--- config.mk ---
export PLATFORM = sky130hd
export DESIGN_NAME = dtc_reg_arbiter_flat
export DESIGN_NICKNAME = d
export VERILOG_FILES = /design/src/rtl/dtc_pkg.sv /design/src/rtl/dtc_reg_arbiter_if.sv /design/src/rtl/dtc_cmd_slot.sv /design/src/rtl/dtc_reg_arbiter.sv /design/src/flat_wrapper.sv
export SDC_FILE = /design/constraint.sdc
export NUM_CORES = 1
export LEC_CHECK = 0
export CORE_ASPECT_RATIO = 1.2
export CORE_MARGIN = 2
export CORE_UTILIZATION = 43
export DETAILED_ROUTE_END_ITERATION = 7
export PLACE_DENSITY = 0.8
export SYNTH_ARGS = -nofsm -noshare
export SYNTH_HDL_FRONTEND = slang
export SYNTH_HIERARCHICAL = 1
export SYNTH_SLANG_ARGS = --single-unit
--- constraint.sdc ---
create_clock -name dtc_clk_90 -period 2.85 [get_ports dtc_clk_90]
set_clock_uncertainty 0.15 [all_clocks]
set_input_delay 0.285 -clock dtc_clk_90 [delete_from_list [all_inputs] [get_ports dtc_clk_90]]
set_output_delay 0.285 -clock dtc_clk_90 [all_outputs]
set_load 0.01 [all_outputs]
--- src/rtl/dtc_pkg.sv ---
// Shared types for the DTC slow-control path: arbiter states, grant
// owners, the read-flag bit position and the receiver's command codes.
package dtc_pkg;

    typedef enum logic [1:0] {
        ARB_IDLE = 2'd0,
        ARB_BUS  = 2'd1,
        ARB_RSP  = 2'd2
    } arb_state_e;

    typedef enum logic {
        GNT_DTC = 1'b0,
        GNT_LOC = 1'b1
    } gnt_e;

    localparam int DTC_RD_BIT = 31;

    localparam logic [3:0] DTC_CMD_NOP = 4'h0;
    localparam logic [3:0] DTC_CMD_WR  = 4'h1;
    localparam logic [3:0] DTC_CMD_RD  = 4'h2;

endpackage

--- src/rtl/dtc_reg_arbiter_if.sv ---
// FEC internal register bus.
// master: reg_addr/reg_wdata/reg_wr/reg_rd out, reg_rdata/reg_ack in.
interface dtc_reg_arbiter_if #(
    parameter int ADDR_W = 16
) ();

    logic [ADDR_W-1:0] reg_addr;
    logic [31:0]       reg_wdata;
    logic              reg_wr;
    logic              reg_rd;
    logic [31:0]       reg_rdata;
    logic              reg_ack;

    modport master (
        output reg_addr, reg_wdata, reg_wr, reg_rd,
        input  reg_rdata, reg_ack
    );

    modport slave (
        input  reg_addr, reg_wdata, reg_wr, reg_rd,
        output reg_rdata, reg_ack
    );

endinterface

--- src/rtl/dtc_cmd_slot.sv ---
// One-deep holding register for DTC command pulses with sticky overflow.
// Ports: load/load_* capture a pulse, grant empties, ovf_clr clears ovf.
module dtc_cmd_slot #(
    parameter int ADDR_W = 16
) (
    input  logic              dtc_clk_90,
    input  logic              rst_n,
    input  logic              load,
    input  logic              load_rd,
    input  logic [ADDR_W-1:0] load_addr,
    input  logic [31:0]       load_data,
    input  logic              grant,
    input  logic              ovf_clr,
    output logic              pend,
    output logic              rd,
    output logic [ADDR_W-1:0] addr,
    output logic [31:0]       data,
    output logic              ovf
);

    always_ff @(posedge dtc_clk_90) begin
        if (!rst_n) begin
            pend <= 1'b0;
            rd   <= 1'b0;
            addr <= '0;
            data <= '0;
            ovf  <= 1'b0;
        end else begin
            // a grant frees the slot in the same edge, so a new
            // pulse can take its place without being lost
            if (load && (!pend || grant)) begin
                pend <= 1'b1;
                rd   <= load_rd;
                addr <= load_addr;
                data <= load_data;
            end else if (grant) begin
                pend <= 1'b0;
            end

            if (ovf_clr) begin
                ovf <= 1'b0;
            end else if (load && pend && !grant) begin
                ovf <= 1'b1;
            end
        end
    end

endmodule

--- src/rtl/dtc_reg_arbiter.sv ---
// Shares the register bus between DTC commands and a local requester.
// Ports: DTC pulses, local valid/ready, bus (master), responses, dtc_ovf.
module dtc_reg_arbiter
    import dtc_pkg::*;
#(
    parameter int ADDR_W      = 16,
    parameter int TIMEOUT_CYC = 255
) (
    input  logic              dtc_clk_90,
    input  logic              rst_n,
    input  logic              dtc_write,
    input  logic              dtc_read,
    input  logic [31:0]       dtc_addr,
    input  logic [31:0]       dtc_data,
    input  logic              loc_valid,
    output logic              loc_ready,
    input  logic              loc_we,
    input  logic [ADDR_W-1:0] loc_addr,
    input  logic [31:0]       loc_wdata,
    dtc_reg_arbiter_if.master bus,
    output logic              dtc_rsp_valid,
    output logic              loc_rsp_valid,
    output logic [31:0]       rsp_data,
    output logic              rsp_err,
    output logic              dtc_ovf,
    input  logic              dtc_ovf_clr
);

    localparam logic [9:0] TO_LAST = 10'(TIMEOUT_CYC - 1);

    arb_state_e        state_q, state_d;
    gnt_e              last_q, last_d;
    gnt_e              own_q, own_d;
    logic [ADDR_W-1:0] addr_q, addr_d;
    logic [31:0]       wdata_q, wdata_d;
    logic              wr_q, wr_d;
    logic              rds_q, rds_d;
    logic [9:0]        cnt_q, cnt_d;
    logic              dvld_q, dvld_d;
    logic              lvld_q, lvld_d;
    logic [31:0]       rdata_q, rdata_d;
    logic              err_q, err_d;

    logic              s_pend, s_rd;
    logic [ADDR_W-1:0] s_addr;
    logic [31:0]       s_data;
    logic              idle, gnt_loc, gnt_dtc, tmo;
    logic [31:0]       unused_dtc_addr;

    assign unused_dtc_addr = dtc_addr;

    dtc_cmd_slot #(.ADDR_W(ADDR_W)) u_slot (
        .dtc_clk_90 (dtc_clk_90),
        .rst_n      (rst_n),
        .load       (dtc_write | dtc_read),
        .load_rd    (dtc_addr[DTC_RD_BIT]),
        .load_addr  (dtc_addr[ADDR_W-1:0]),
        .load_data  (dtc_data),
        .grant      (gnt_dtc),
        .ovf_clr    (dtc_ovf_clr),
        .pend       (s_pend),
        .rd         (s_rd),
        .addr       (s_addr),
        .data       (s_data),
        .ovf        (dtc_ovf)
    );

    // local wins when alone or when DTC took the previous grant
    assign idle    = (state_q == ARB_IDLE);
    assign gnt_loc = idle && loc_valid && (!s_pend || last_q == GNT_DTC);
    assign gnt_dtc = idle && s_pend && !gnt_loc;
    assign tmo     = (state_q == ARB_BUS) && (cnt_q == TO_LAST);

    assign loc_ready     = gnt_loc;
    assign bus.reg_addr  = addr_q;
    assign bus.reg_wdata = wdata_q;
    assign bus.reg_wr    = wr_q;
    assign bus.reg_rd    = rds_q;
    assign dtc_rsp_valid = dvld_q;
    assign loc_rsp_valid = lvld_q;
    assign rsp_data      = rdata_q;
    assign rsp_err       = err_q;

    always_ff @(posedge dtc_clk_90) begin
        if (!rst_n) begin
            state_q <= ARB_IDLE;
        end else begin
            state_q <= state_d;
        end
    end

    always_comb begin
        state_d = state_q;
        unique case (state_q)
            ARB_IDLE: if (gnt_loc || gnt_dtc) state_d = ARB_BUS;
            ARB_BUS:  if (bus.reg_ack || tmo) state_d = ARB_RSP;
            ARB_RSP:  state_d = ARB_IDLE;
            default:  state_d = ARB_IDLE;
        endcase
    end

    always_comb begin
        last_d  = last_q;
        own_d   = own_q;
        addr_d  = addr_q;
        wdata_d = wdata_q;
        wr_d    = wr_q;
        rds_d   = rds_q;
        cnt_d   = cnt_q;
        dvld_d  = 1'b0;
        lvld_d  = 1'b0;
        rdata_d = rdata_q;
        err_d   = err_q;
        unique case (state_q)
            ARB_IDLE: begin
                cnt_d = '0;
                unique case (1'b1)
                    gnt_loc: begin
                        last_d  = GNT_LOC;
                        own_d   = GNT_LOC;
                        addr_d  = loc_addr;
                        wdata_d = loc_wdata;
                        wr_d    = loc_we;
                        rds_d   = !loc_we;
                    end
                    gnt_dtc: begin
                        last_d  = GNT_DTC;
                        own_d   = GNT_DTC;
                        addr_d  = s_addr;
                        wdata_d = s_data;
                        wr_d    = !s_rd;
                        rds_d   = s_rd;
                    end
                    default: ;
                endcase
            end
            ARB_BUS: begin
                cnt_d = cnt_q + 10'd1;
                // an ack on the limit cycle still completes normally
                if (bus.reg_ack || tmo) begin
                    wr_d    = 1'b0;
                    rds_d   = 1'b0;
                    err_d   = !bus.reg_ack;
                    rdata_d = (bus.reg_ack && rds_q) ? bus.reg_rdata : '0;
                    dvld_d  = (own_q == GNT_DTC);
                    lvld_d  = (own_q == GNT_LOC);
                end
            end
            default: ;
        endcase
    end

    always_ff @(posedge dtc_clk_90) begin
        if (!rst_n) begin
            last_q  <= GNT_LOC;
            own_q   <= GNT_DTC;
            addr_q  <= '0;
            wdata_q <= '0;
            wr_q    <= 1'b0;
            rds_q   <= 1'b0;
            cnt_q   <= '0;
            dvld_q  <= 1'b0;
            lvld_q  <= 1'b0;
            rdata_q <= '0;
            err_q   <= 1'b0;
        end else begin
            last_q  <= last_d;
            own_q   <= own_d;
            addr_q  <= addr_d;
            wdata_q <= wdata_d;
            wr_q    <= wr_d;
            rds_q   <= rds_d;
            cnt_q   <= cnt_d;
            dvld_q  <= dvld_d;
            lvld_q  <= lvld_d;
            rdata_q <= rdata_d;
            err_q   <= err_d;
        end
    end

endmodule
--- src/flat_wrapper.sv ---
// flat-port wrapper written by rule: the top's interface ports become plain ports
module dtc_reg_arbiter_flat import dtc_pkg::*;
#(
    parameter int ADDR_W      = 16,
    parameter int TIMEOUT_CYC = 255
)
  (dtc_clk_90, rst_n, dtc_write, dtc_read, dtc_addr, dtc_data, loc_valid, loc_ready, loc_we, loc_addr, loc_wdata, dtc_rsp_valid, loc_rsp_valid, rsp_data, rsp_err, dtc_ovf, dtc_ovf_clr, bus_reg_addr, bus_reg_wdata, bus_reg_wr, bus_reg_rd, bus_reg_rdata, bus_reg_ack);
  dtc_reg_arbiter_if #(.ADDR_W(ADDR_W)) bus_i ();
  input  logic dtc_clk_90;
  input  logic rst_n;
  input  logic dtc_write;
  input  logic dtc_read;
  input  logic [31:0] dtc_addr;
  input  logic [31:0] dtc_data;
  input  logic loc_valid;
  output logic loc_ready;
  input  logic loc_we;
  input  logic [ADDR_W-1:0] loc_addr;
  input  logic [31:0] loc_wdata;
  output logic dtc_rsp_valid;
  output logic loc_rsp_valid;
  output logic [31:0] rsp_data;
  output logic rsp_err;
  output logic dtc_ovf;
  input  logic dtc_ovf_clr;
  output wire logic [$bits(bus_i.reg_addr)-1:0] bus_reg_addr;
  output wire logic [$bits(bus_i.reg_wdata)-1:0] bus_reg_wdata;
  output wire logic [$bits(bus_i.reg_wr)-1:0] bus_reg_wr;
  output wire logic [$bits(bus_i.reg_rd)-1:0] bus_reg_rd;
  input wire logic [$bits(bus_i.reg_rdata)-1:0] bus_reg_rdata;
  input wire logic [$bits(bus_i.reg_ack)-1:0] bus_reg_ack;
  assign bus_reg_addr = bus_i.reg_addr;
  assign bus_reg_wdata = bus_i.reg_wdata;
  assign bus_reg_wr = bus_i.reg_wr;
  assign bus_reg_rd = bus_i.reg_rd;
  assign bus_i.reg_rdata = bus_reg_rdata;
  assign bus_i.reg_ack = bus_reg_ack;
  dtc_reg_arbiter #(.ADDR_W(ADDR_W), .TIMEOUT_CYC(TIMEOUT_CYC)) u_core (.dtc_clk_90(dtc_clk_90), .rst_n(rst_n), .dtc_write(dtc_write), .dtc_read(dtc_read), .dtc_addr(dtc_addr), .dtc_data(dtc_data), .loc_valid(loc_valid), .loc_ready(loc_ready), .loc_we(loc_we), .loc_addr(loc_addr), .loc_wdata(loc_wdata), .bus(bus_i), .dtc_rsp_valid(dtc_rsp_valid), .loc_rsp_valid(loc_rsp_valid), .rsp_data(rsp_data), .rsp_err(rsp_err), .dtc_ovf(dtc_ovf), .dtc_ovf_clr(dtc_ovf_clr));
endmodule
==> results.txt <==
HP Class - primary input to flop
Synth Flop Type - dfxtp_1
Initial antenna violation count - 0
CP peak stage delay - 0.61 ns
Arr. time, crit path - 2.02 ns
Grt ovf - 0
M2 GR Usage - 0.3589
Count of state elements after synthesis - 150
Rows - 46
Setup TNS after final layout - 0 ns
Max cap viols - 0
Min cycle time layout - 2.455 ns
CP endpoint kind - primary output
Via count - 5176
Total die area - 14480 sq um
Fmax - 407.4 MHz
Hold path depth - 3
Syn Std Cell Area - 5817 sq um
Die W - 110.2 microns
Final ANT Viol Nets - 0
Drt drc - 0
Worst-path maximum fanout - 10
Tightest Pin Transition - 1.210 ns
CORE AREA - 13240 sq um
Synthesis Warnings - 6
First-pass iteration count of the detailed router - 5
Post-synthesis cell count - 652
Global-route wire length before repair - 24910 microns
Later-pin clock latency in the skew report - 0.41 ns
RSZ-0062 raised after global routing - false
Placed cell count - 999
Layout cell share with drive strength beyond 1 - 0.05220
Worst path slowest cell - clkdlybuf4s50_1
Register area share after synthesis - 0.5162
Startpoint class of the critical path - flop
Root buf cell - clkbuf_16
Post-DP HPWL - 10470 microns
EDFF count, synth - 0
Worst-path clk slew - 0.06 ns
Post-route worst setup slack - 0.3951 ns
Cells on worst reg2reg path - 7
Antenna diodes - 0
Post-synthesis cell type count - 41
Pre-CTS setup slack - 0.3761 ns
Worst Hold Path EP - u_core/u_slot/data[1]$_SDFFE_PN0P_
CP Class - flop to primary output
Port Buffers - 223
Syn-to-layout area delta - 49.65%
Cell family with most CP delay - buffers and inverters
# setup viols final - 0
CTS Sinks - 150
Leak - 0.003506 uW
Vias per inst - 5.025
Setup bufs post-CTS - 0
Fin cells - 1030
GRT Max-Usage Layer - met2
CTS Buf Count - 17
WL final - 15930 microns
Initial core utilization - 0.4394
Worst path bufs/invs - 1
CTS tree - done
Die height - 131.4 microns
R2R Path Start - u_core/u_slot/pend$_SDFFE_PN0P_
Max VDD drop - 0.0004455 V
Status - completed
Crit share post-route - 0.8614
Rel. slew slack - 0.1930
CP Data Required Time - 2.41 ns
Fin. Hold Viols - 0
Fill cell count - 1098
Syn Nets - 806
PD cells - 654.0 nW/um^2
H-tree Lvls - 4
Final nets - 1004
Worst R2R Setup Slack - 0.44 ns
Overall fraction of global-route tracks in use - 0.2193
Worst-case clock buffer depth - 2
Final Wtd Congestion - 0.7744
Post-CTS resize count - 0
Vias in the first global route - 4993
DRT iter0 DRCs - 227
Wire length per cell - 15.47 microns
GR Util met1 - 0.2609
Crit-path cells - nor2_1, nand2_1, a21oi_1, clkdlybuf4s50_1
Met3 usage - 0.07341
Worst R2R End - u_core/u_slot/data[10]$_SDFFE_PN0P_
Pins Over Slew Limit - 0
HP Start - rst_n
Syn Area/Cell - 8.922 sq um
Asr flop ratio synth - 0
Largest net degree at the start of global routing - 65
Cts-stage hold buffer count - 0
IO Count - 239
==> cell families after synthesis <==
family,after synthesis,share of synthesized area
flip-flops,150,0.5162
adder cells (fa/ha/maj),2,0.004301
XOR/XNOR,8,0.01205
AO/OA/AOI/OAI,95,0.1067
buffers and inverters,57,0.05055
AND/OR/NAND/NOR,290,0.2241
multiplexers,50,0.08604
==> worst min-delay path, delay by kind of cell <==
kind                   cells  cell delay, ns
multiplexers               1            0.05
buffers and inverters      1            0.22
AND/OR/NAND/NOR            1            0.11
==> worst max-delay path by stage <==
| stage | startpoint | to | depth (start not counted) |
|---|---|---|---|
| finish | u_core/state_q[1]$_SDFFE_PN0P_ | loc_ready | 4 |
| CTS | u_core/state_q[1]$_SDFFE_PN0P_ | loc_ready | 4 |
| detailed placement | bus_reg_ack | u_core/rsp_data[23]$_SDFFE_PN0P_ | 4 |
| global placement | bus_reg_ack | u_core/bus.reg_rd$_SDFFE_PN0P_ | 4 |
| floorplan | u_core/state_q[1]$_SDFFE_PN0P_ | u_core/u_slot/addr[0]$_SDFFE_PN0P_ | 12 |
| global route | u_core/state_q[1]$_SDFFE_PN0P_ | loc_ready | 4 |
==> where the power goes <==
group	leakage [uW]	switching, uW	internal [uW]
logic	0.00197	476	524
clock network	0.000302	829	1500
registers	0.00123	92.9	2270
total	0.00351	1400	4290
==> registers in the layout, summed over array words and instances (netlist names), 2 cells and up <==
register              cells
u_core/u_slot/data       32
u_core/u_slot/addr       16
u_core/bus.reg_addr      16
u_core/bus.reg_wdata     32
u_core/cnt_q             10
u_core/state_q            2
u_core/rsp_data          32
==> stage by stage <==
stage / hold slack (ns) / util / power, uW / cell area, sq um
after floorplan: 0.2111 / - / 2895 / 5817
final: 0.1643 / 0.6576 / 5693 / 8705
after global placement: 0.2929 / 0.6112 / 3395 / 8092
after CTS: 0.1544 / 0.6576 / 5748 / 8705
after global routing: 0.1724 / 0.6576 / 5945 / 8705
after detailed placement: 0.2965 / 0.6112 / 3407 / 8092
==> cell usage after synthesis, types with 2 or more instances <==
library cell,number,area (sq um)
buf_2,6,30.03
clkbuf_1,35,131.4
inv_1,3,11.26
and4_1,2,17.52
nand4_1,4,25.02
o21ai_1,2,10.01
o21a_1,4,30.03
nor2_1,63,236.5
buf_6,4,45.04
nor2b_1,4,25.02
nand2_1,102,382.9
mux2i_1,50,500.5
nor3_1,96,480.5
a21oi_1,4,20.02
ha_1,2,25.02
xor2_1,6,52.55
and2_1,2,12.51
nand3_1,4,20.02
o21ai_0,48,240.2
buf_4,7,52.55
xnor2_1,2,17.52
and3_1,3,18.77
a22o_1,32,280.3
dfxtp_1,150,3003
==> metal layers <==
| metal | vias up | routed length [microns] |
|---|---|---|
| li1 | 2639 | - |
| met1 | 2341 | 6804 |
| met2 | 171 | 7666 |
| met3 | 25 | 1070 |
| met4 | 0 | 387 |
| met5 | - | 0 |
==> final cells by class <==
class | count | area, sq um | share of cell area
Clock buffer | 21 | 460.4 | 0.05290
Timing Repair Buffer | 232 | 2322 | 0.2668
Inverter | 4 | 20.02 | 0.002300
Sequential cell | 150 | 3003 | 0.3450
Clock inverter | 10 | 152.6 | 0.01754
Multi-Input combinational cell | 445 | 2536 | 0.2914
Tap cell | 168 | 210.2 | 0.02415
==> layout by cell type, fill, tap and decap left out, types with 3 or more instances in the layout <==
master	netlist	layout
bufinv_16	0	4
buf_4	7	8
a21oi_1	4	4
and3_1	3	3
dfxtp_1	150	150
o21a_1	4	4
nand2_1	102	102
o21ai_0	48	48
xor2_1	6	6
clkbuf_16	0	17
clkdlybuf4s50_1	0	222
inv_1	3	3
nor2_1	63	63
nor2b_1	4	4
clkinv_2	0	5
nor3_1	96	96
mux2i_1	50	50
nand4_1	4	4
a22o_1	32	32
nand3_1	4	4
(Power assumes the default switching activity.)
